File: config.mk
export PLATFORM = sky130hd
export DESIGN_NAME = mem_arbiter_flat
export DESIGN_NICKNAME = d
export VERILOG_FILES = /design/src/rtl/mem_arbiter_if.sv /design/src/rtl/mem_arbiter.sv /design/src/flat_wrapper.sv
export SDC_FILE = /design/constraint.sdc
export NUM_CORES = 1
export LEC_CHECK = 0
export ABC_AREA = 1
export CORE_AREA = 2 2 103 105
export DETAILED_ROUTE_END_ITERATION = 6
export DIE_AREA = 0 0 105 107
export DONT_BUFFER_PORTS = 1
export PLACE_DENSITY_LB_ADDON = 0.1
export SYNTH_ARGS = -nofsm -noshare
export SYNTH_HDL_FRONTEND = slang
export SYNTH_SLANG_ARGS = --single-unit
File: constraint.sdc
create_clock -name clk -period 1.5 [get_ports clk]
set_input_delay 0.3 -clock clk [delete_from_list [all_inputs] [get_ports clk]]
set_output_delay 0.3 -clock clk [all_outputs]
set_load 0.02 [all_outputs]
File: src/rtl/mem_arbiter_if.sv
// Bundles the fetch, load/store and shared-memory signals around mem_arbiter.
// slave is the arbiter's view; master is the core-plus-memory side driving it.
interface mem_arbiter_if #(
    parameter int ADDR_W = 32,
    parameter int DATA_W = 32
);
    logic              i_req;
    logic [ADDR_W-1:0] i_addr;
    logic [DATA_W-1:0] i_rdata;
    logic              i_ready;

    logic              d_req;
    logic              d_wen;
    logic [ADDR_W-1:0] d_addr;
    logic [DATA_W-1:0] d_wdata;
    logic [DATA_W-1:0] d_rdata;
    logic              d_ready;

    logic              mem_cen;
    logic              mem_wen;
    logic [ADDR_W-1:0] mem_addr;
    logic [DATA_W-1:0] mem_wdata;
    logic [DATA_W-1:0] mem_rdata;
    logic              mem_stall;

    modport slave (
        input  i_req, i_addr, d_req, d_wen, d_addr, d_wdata, mem_rdata, mem_stall,
        output i_rdata, i_ready, d_rdata, d_ready, mem_cen, mem_wen, mem_addr, mem_wdata
    );

    modport master (
        output i_req, i_addr, d_req, d_wen, d_addr, d_wdata, mem_rdata, mem_stall,
        input  i_rdata, i_ready, d_rdata, d_ready, mem_cen, mem_wen, mem_addr, mem_wdata
    );
endinterface

File: src/rtl/mem_arbiter.sv
// Shares one variable-latency memory port between fetch and load/store, one transaction at a time.
// Define ARB_RR_EN for round-robin arbitration; otherwise D always beats I.
module mem_arbiter #(
    parameter int ADDR_W = 32,
    parameter int DATA_W = 32
) (
    input  logic           clk,
    input  logic           rst_n,
    mem_arbiter_if.slave   bus
);
    typedef enum logic [1:0] {IDLE, WAIT_I, WAIT_D, RESP} state_t;

    state_t            state, state_next;
    logic              cen_q, cen_d;
    logic              wen_q, wen_d;
    logic              iready_q, iready_d;
    logic              dready_q, dready_d;
    logic [ADDR_W-1:0] addr_q, addr_d;
    logic [DATA_W-1:0] wdata_q, wdata_d;
    logic [DATA_W-1:0] irdata_q, irdata_d;
    logic [DATA_W-1:0] drdata_q, drdata_d;
    logic              grant_d;

`ifdef ARB_RR_EN
    // ptr_d_q = 1 means D wins the next contested grant
    logic ptr_d_q;

    always_comb grant_d = bus.d_req && (!bus.i_req || ptr_d_q);

    always_ff @(posedge clk or negedge rst_n) begin
        if (!rst_n)
            ptr_d_q <= 1'b1;
        else if (state == IDLE && bus.i_req && bus.d_req)
            ptr_d_q <= !ptr_d_q;
    end
`else
    always_comb grant_d = bus.d_req;
`endif

    always_ff @(posedge clk or negedge rst_n) begin
        if (!rst_n)
            state <= IDLE;
        else
            state <= state_next;
    end

    always_comb begin
        state_next = state;
        cen_d      = 1'b0;
        wen_d      = wen_q;
        iready_d   = 1'b0;
        dready_d   = 1'b0;
        addr_d     = addr_q;
        wdata_d    = wdata_q;
        irdata_d   = irdata_q;
        drdata_d   = drdata_q;
        case (state)
            IDLE: begin
                if (bus.i_req || bus.d_req) begin
                    cen_d = 1'b1;
                    if (grant_d) begin
                        state_next = WAIT_D;
                        wen_d      = bus.d_wen;
                        addr_d     = bus.d_addr;
                        wdata_d    = bus.d_wdata;
                    end else begin
                        state_next = WAIT_I;
                        wen_d      = 1'b0;
                        addr_d     = bus.i_addr;
                    end
                end
            end
            WAIT_I: begin
                if (!bus.mem_stall) begin
                    irdata_d   = bus.mem_rdata;
                    iready_d   = 1'b1;
                    state_next = RESP;
                end
            end
            WAIT_D: begin
                if (!bus.mem_stall) begin
                    // stores leave the previous load data visible
                    if (!wen_q)
                        drdata_d = bus.mem_rdata;
                    wen_d      = 1'b0;
                    dready_d   = 1'b1;
                    state_next = RESP;
                end
            end
            RESP: begin
                state_next = IDLE;
            end
            default: begin
                state_next = IDLE;
            end
        endcase
    end

    always_ff @(posedge clk or negedge rst_n) begin
        if (!rst_n) begin
            cen_q    <= 1'b0;
            wen_q    <= 1'b0;
            iready_q <= 1'b0;
            dready_q <= 1'b0;
            addr_q   <= '0;
            wdata_q  <= '0;
            irdata_q <= '0;
            drdata_q <= '0;
        end else begin
            cen_q    <= cen_d;
            wen_q    <= wen_d;
            iready_q <= iready_d;
            dready_q <= dready_d;
            addr_q   <= addr_d;
            wdata_q  <= wdata_d;
            irdata_q <= irdata_d;
            drdata_q <= drdata_d;
        end
    end

    assign bus.mem_cen   = cen_q;
    assign bus.mem_wen   = wen_q;
    assign bus.mem_addr  = addr_q;
    assign bus.mem_wdata = wdata_q;
    assign bus.i_rdata   = irdata_q;
    assign bus.i_ready   = iready_q;
    assign bus.d_rdata   = drdata_q;
    assign bus.d_ready   = dready_q;
endmodule

File: src/flat_wrapper.sv
// flat-port wrapper written by rule: the top's interface ports become plain ports
module mem_arbiter_flat 
#(
    parameter int ADDR_W = 32,
    parameter int DATA_W = 32
)
  (clk, rst_n, bus_i_req, bus_i_addr, bus_d_req, bus_d_wen, bus_d_addr, bus_d_wdata, bus_mem_rdata, bus_mem_stall, bus_i_rdata, bus_i_ready, bus_d_rdata, bus_d_ready, bus_mem_cen, bus_mem_wen, bus_mem_addr, bus_mem_wdata);
  mem_arbiter_if #(.ADDR_W(ADDR_W), .DATA_W(DATA_W)) bus_i ();
  input  logic clk;
  input  logic rst_n;
  input wire logic [$bits(bus_i.i_req)-1:0] bus_i_req;
  input wire logic [$bits(bus_i.i_addr)-1:0] bus_i_addr;
  input wire logic [$bits(bus_i.d_req)-1:0] bus_d_req;
  input wire logic [$bits(bus_i.d_wen)-1:0] bus_d_wen;
  input wire logic [$bits(bus_i.d_addr)-1:0] bus_d_addr;
  input wire logic [$bits(bus_i.d_wdata)-1:0] bus_d_wdata;
  input wire logic [$bits(bus_i.mem_rdata)-1:0] bus_mem_rdata;
  input wire logic [$bits(bus_i.mem_stall)-1:0] bus_mem_stall;
  output wire logic [$bits(bus_i.i_rdata)-1:0] bus_i_rdata;
  output wire logic [$bits(bus_i.i_ready)-1:0] bus_i_ready;
  output wire logic [$bits(bus_i.d_rdata)-1:0] bus_d_rdata;
  output wire logic [$bits(bus_i.d_ready)-1:0] bus_d_ready;
  output wire logic [$bits(bus_i.mem_cen)-1:0] bus_mem_cen;
  output wire logic [$bits(bus_i.mem_wen)-1:0] bus_mem_wen;
  output wire logic [$bits(bus_i.mem_addr)-1:0] bus_mem_addr;
  output wire logic [$bits(bus_i.mem_wdata)-1:0] bus_mem_wdata;
  assign bus_i.i_req = bus_i_req;
  assign bus_i.i_addr = bus_i_addr;
  assign bus_i.d_req = bus_d_req;
  assign bus_i.d_wen = bus_d_wen;
  assign bus_i.d_addr = bus_d_addr;
  assign bus_i.d_wdata = bus_d_wdata;
  assign bus_i.mem_rdata = bus_mem_rdata;
  assign bus_i.mem_stall = bus_mem_stall;
  assign bus_i_rdata = bus_i.i_rdata;
  assign bus_i_ready = bus_i.i_ready;
  assign bus_d_rdata = bus_i.d_rdata;
  assign bus_d_ready = bus_i.d_ready;
  assign bus_mem_cen = bus_i.mem_cen;
  assign bus_mem_wen = bus_i.mem_wen;
  assign bus_mem_addr = bus_i.mem_addr;
  assign bus_mem_wdata = bus_i.mem_wdata;
  mem_arbiter #(.ADDR_W(ADDR_W), .DATA_W(DATA_W)) u_core (.clk(clk), .rst_n(rst_n), .bus(bus_i));
endmodule
# [After elaboration in Yosys (flattened, before gate mapping)]
# Index checks and enable logic that the tools add are counted.
[totals] wordCells=41 in_bits=134 regBits=134 output_inout_bits=132
[classes] eq_ne=6 n_reduce_logical=10 bitwise_logic=2 muxes=14
[op_table] cell="$mux W32" n=1
[op_table] cell="$reduce_and A3 Y1" n=3
[op_table] cell="$mux W1" n=8
[op_table] cell="$mux W2" n=3
[op_table] cell="$pmux W2 S3" n=1
[op_table] cell="$reduce_and A2 Y1" n=3
[op_table] cell="$eq A2 B2 Y1 const B" n=2
[op_table] cell="$ne A2 B2 Y1 const B" n=2
[op_table] cell="$eq A2 B1 Y1 const B" n=1
[op_table] cell="$logic_not A2 Y1" n=1
[op_table] cell="$ne A2 B1 Y1 const B" n=1
[op_table] cell="$not A1 Y1" n=2
[op_table] cell="$pmux W1 S2" n=1
[op_table] cell="$reduce_bool A2 Y1" n=1
[op_table] cell="$reduce_or A2 Y1" n=1
[op_table] cell="$logic_or A1 B1 Y1" n=1

# [Depth between registers and ports, before layout]
# Gate-level depths: netlist of run 1.
[depth] depth_word=4 mapped_depth=8 depth_no_buf=8

# [Worst setup path before layout of run 1]
# OpenSTA, ideal clock, no wires.
[synth_path] kind="register to register" from="reg u_core.state[0]" to="reg u_core.wdata_q[10] (netlist: u_core.bus.mem_wdata[10])" t_arrival_ns=1.215 path_stages_with_launch=7 setup_time_ns=0.066 path_buffers=2 synth_period_minus_slack_ns=1.281 required_ns=1.434 path_slack_ns=0.219 cell_sequence="dfrtp_1 > inv_1 > ha_1 > buf_4 > clkbuf_1 > nand3_1 > nand2_1"
[synth_between] elab_chain_cells=2
[synth_lines] item="start, declared" line="mem_arbiter.sv:13" text="state_t state, state_next;"
[synth_lines] item="start signal, assigned" line="mem_arbiter.sv:44" text="state <= state_next;"
[synth_lines] item="$logic_not A2 Y1" line="mem_arbiter.sv:57" text="case (state)"
[synth_lines] item="$reduce_and A3 Y1 (no line)"
[synth_lines] item="end signal, assigned" line="mem_arbiter.sv:115" text="wdata_q <= wdata_d;"
[synth_lines] item="end, declared" line="mem_arbiter.sv:19" text="logic [DATA_W-1:0] wdata_q, wdata_d;"
# Every way passes these cells.
# A chain may end at the register's enable or synchronous reset.

# [Final worst setup path of run 1]
[layout_path] from="reg u_core.state[0]" to="reg u_core.addr_q[28] (netlist: u_core.bus.mem_addr[28])"
[layout_between] elab_chain_cells=2
[layout_lines] item="$logic_not A2 Y1" line="mem_arbiter.sv:57"
[layout_lines] item="$reduce_and A2 Y1 (no line)"
[layout_lines] item="end signal, assigned" line="mem_arbiter.sv:114" text="addr_q <= addr_d;"
[layout_lines] item="end, declared" line="mem_arbiter.sv:18" text="logic [ADDR_W-1:0] addr_q, addr_d;"
# Every way passes these cells.

==> results.cfg, run 1 <==
[final_layout]
multi_input_area_sq_um = 1880
syn2layout_area_growth_pct = 34.1
fin_util_pct = 74.6
layout.nets = 911
nFillCells = 696
drive_gt1_share_pct = 5.87
regArea_sq_um = 3350
diodes = 0

[routing]
routed_wl_um = 15100
avgRoutedWirePerCell_um = 16.4
ant_nets = 0
dr.first_iter.drc_count = 364
route.detailed.drc = 0
vias = 4773
dr.pass1.iters = 4
vias_per_cell = 5.19

[worst_setup_path]
worstPathArrival_ps = 1790
cp.required_ps = 1900
reg2reg_slack_ps = 110
crit_top_cell = nand2_1
startpoint = u_core.state[0]$_DFFE_PN0P_
max_stage_delay_ps = 390
worst-path-stages = 6
r2r_cells = 6
r2r_start = u_core.state[0]$_DFFE_PN0P_
cp_max_fo = 32
r2r-end = u_core.bus.mem_addr[28]$_DFFE_PN0P_
crit_type = flip-flop to flip-flop
crit_chain = inv_1, ha_2, o21ai_4, buf_6, nand2_1, nand2_1
crit_path_end = u_core.bus.mem_addr[28]$_DFFE_PN0P_
critPathLaunchType = flip-flop
critPathCaptureType = flip-flop
critical_path.top_delay_family = flip-flops
worst-path-buf-inv = 2
slowest_stage = dfrtp_1

[timing]
final_hold_viol_count = 134
finalSetupTns_ps = 0
maxSlewViolCount = 0
min_period_ps = 1390
finalCritPeriodShare_pct = 92.6
worst_pin_slew_ps = 293
slew_headroom_pct = 80.4
holdWs_ps = -526
fin_worst_skew_ps = 8.86
fmax_mhz = 720
rsz0062_at_grt = false
setup-violations-final = 0

[global_routing]
grt_pass1_wl_um = 24500
grt_max_degree = 135
grt_use_total_pct = 28.0
antenna_found_initial = 0
grt_overflow = 0
grt_pass1_vias = 4986

[die]
core-area_sq_um = 10100
die_x_um = 105
start_util_pct = 55.7
die-area_sq_um = 11200
dieHeight_um = 107
num_rows = 37
ios = 266

[power_and_ir_drop]
swShare_pct = 42.0
seqPwrFrac_pct = 51.9
power_density_nw_per_um2 = 2210
power_mw = 16.7
power.share.clock_pct = 26.8
power_frac_comb_pct = 21.3
switching_power_mw = 7.00
vdd_drop_max_v = 0.00103
p_int_mw = 9.68
leakage_nw = 3.97

[placement]
io_buffers = 0
gp_congestion = 0.745
dp_hpwl_um = 8760

[clock_network]
cts_buffer_depth = 2
path_clk_slew_ps = 60
cts_tree = built
clk_latency_ps = 520
cts_buffers = 17
htree_levels = 4
cts.sinks = 134
cts_root_buf = clkbuf_8

[synthesis]
syn-num-nets = 802
netlist_area_sq_um = 5620
synth_top_area_share_pct = 59.7
syn_inst = 663
synth.top_cells.by_area = dfrtp_1, nand2_1, o21ai_0
yosysSeqAreaShare_pct = 59.7
synth_largest_area_cell = dfrtp_1
yosysUniqueCellTypes = 16
yosys_warnings = 0
syn_avg_cell_area_sq_um = 8.47
synth_seq_cells = 134

[min_path]
hold_path.class = input port to asynchronous set/reset pin

[status]
violations = negative hold slack
status = finished, violations left

[run]
maxCapViolCount = 0
per-layer routing:
layer / vias up / global-route usage [%] / wire length, um
li1: 2258 / - / -
met1: 2234 / 31.7 / 5800
met2: 245 / 46.4 / 7450
met3: 36 / 10.7 / 1390
met4: 0 / 14.3 / 448
met5: - / 0 / 0
flip-flops by register name, indices dropped and copies added (netlist names):
signal / flops
u_core.bus.mem_addr: 32
u_core.bus.d_rdata: 32
u_core.bus.i_ready: 1
u_core.bus.mem_wen: 1
u_core.bus.mem_cen: 1
u_core.bus.d_ready: 1
u_core.state: 2
u_core.bus.mem_wdata: 32
u_core.bus.i_rdata: 32
worst min-delay path by stage:
| stage | from | end | slack (ps) |
|---|---|---|---|
| 4_1_cts | rst_n | u_core.bus.d_rdata[10]$_DFFE_PN0P_ | -550 |
| 5_1_grt | rst_n | u_core.bus.d_rdata[10]$_DFFE_PN0P_ | -560 |
| 2_1_floorplan | rst_n | u_core.bus.d_rdata[0]$_DFFE_PN0P_ | 4 |
| 6_report | rst_n | u_core.bus.d_rdata[10]$_DFFE_PN0P_ | -530 |
| 3_5_place_dp | rst_n | u_core.bus.d_rdata[10]$_DFFE_PN0P_ | 7 |
| 3_3_place_gp | rst_n | u_core.bus.i_rdata[10]$_DFFE_PN0P_ | 7 |
Yosys cell counts:
cell / n
buf_4: 11
o21ai_0: 54
inv_1: 40
ha_1: 5
clkbuf_1: 7
buf_6: 5
dfrtp_1: 134
nor2_1: 4
o21ai_4: 1
inv_2: 1
nand2_1: 341
clkbuf_2: 1
nand3_1: 35
buf_2: 13
nand2_2: 1
o21ai_1: 10
placed cells by master (no fill, tap or decap):
cell type,instances
bufinv_16,5
buf_12,6
dlygate4sd3_1,116
inv_6,1
nand3_1,35
buf_6,2
buf_4,3
o21ai_1,10
o21ai_0,54
nor2_1,4
ha_2,1
nand2_1,340
clkbuf_16,16
clkinv_4,3
ha_1,4
o21ai_4,1
inv_1,40
clkbuf_1,1
clkinvlp_4,3
nand2_2,2
clkbuf_8,3
dfrtp_1,134
power by group through the flow:
stage / Sequential (mW) / Combinational, mW / Clock [mW]
floorplan: 8.20 / 2.62 / 0
global placement: 8.65 / 2.99 / 0
detailed placement: 8.66 / 3.18 / 0
CTS: 8.64 / 3.50 / 4.53
global route: 8.81 / 4.10 / 4.72
finish: 8.65 / 3.56 / 4.47
per-stage QoR:
step / hold WS (ps) / cells / instance area [sq um] / worst slack, ps
3_5_place_dp: 7.06 / 772 / 5690 / -113
4_1_cts: -552 / 919 / 7510 / 4.79
6_report: -526 / 920 / 7530 / 110
5_1_grt: -562 / 920 / 7530 / 0.965
2_1_floorplan: 4.41 / 663 / 5620 / 219
3_3_place_gp: 7.27 / 772 / 5690 / -5.00
layout make-up:
cell class                      count  area share, %
Sequential cell                   134           44.5
Inverter                           41           2.11
Multi-Input combinational cell    451           25.0
Timing Repair Buffer              127           17.6
Tap cell                          136           2.26
Clock buffer                       20           5.91
Clock inverter                     11           2.64
logic make-up (layout without fill, tap and decap cells):
group | count (synthesis) | in the layout | share of synthesized area [%]
buf+inv | 78 | 199 | 6.93
fa+ha+maj | 5 | 5 | 1.11
compound gates | 65 | 65 | 5.99
simple gates | 381 | 381 | 26.3
flops | 134 | 134 | 59.7
timing repair:
item                                    in CTS  in global routing
resized for setup                            2                  3
hold endpoints to repair                   258                135
buffers inserted                             0                  0
hold buffers                               116                  1
pin swaps                                    0                  0
endpoints found under the setup margin      33                 64
Power figures use the tool's default switching activity.
==> run 2: changes to the inputs <==
Settings changed: CAP_MARGIN set to 25.
==> results of run 2 <==
Final layout, timing and power as in run 1 (identical DEF).
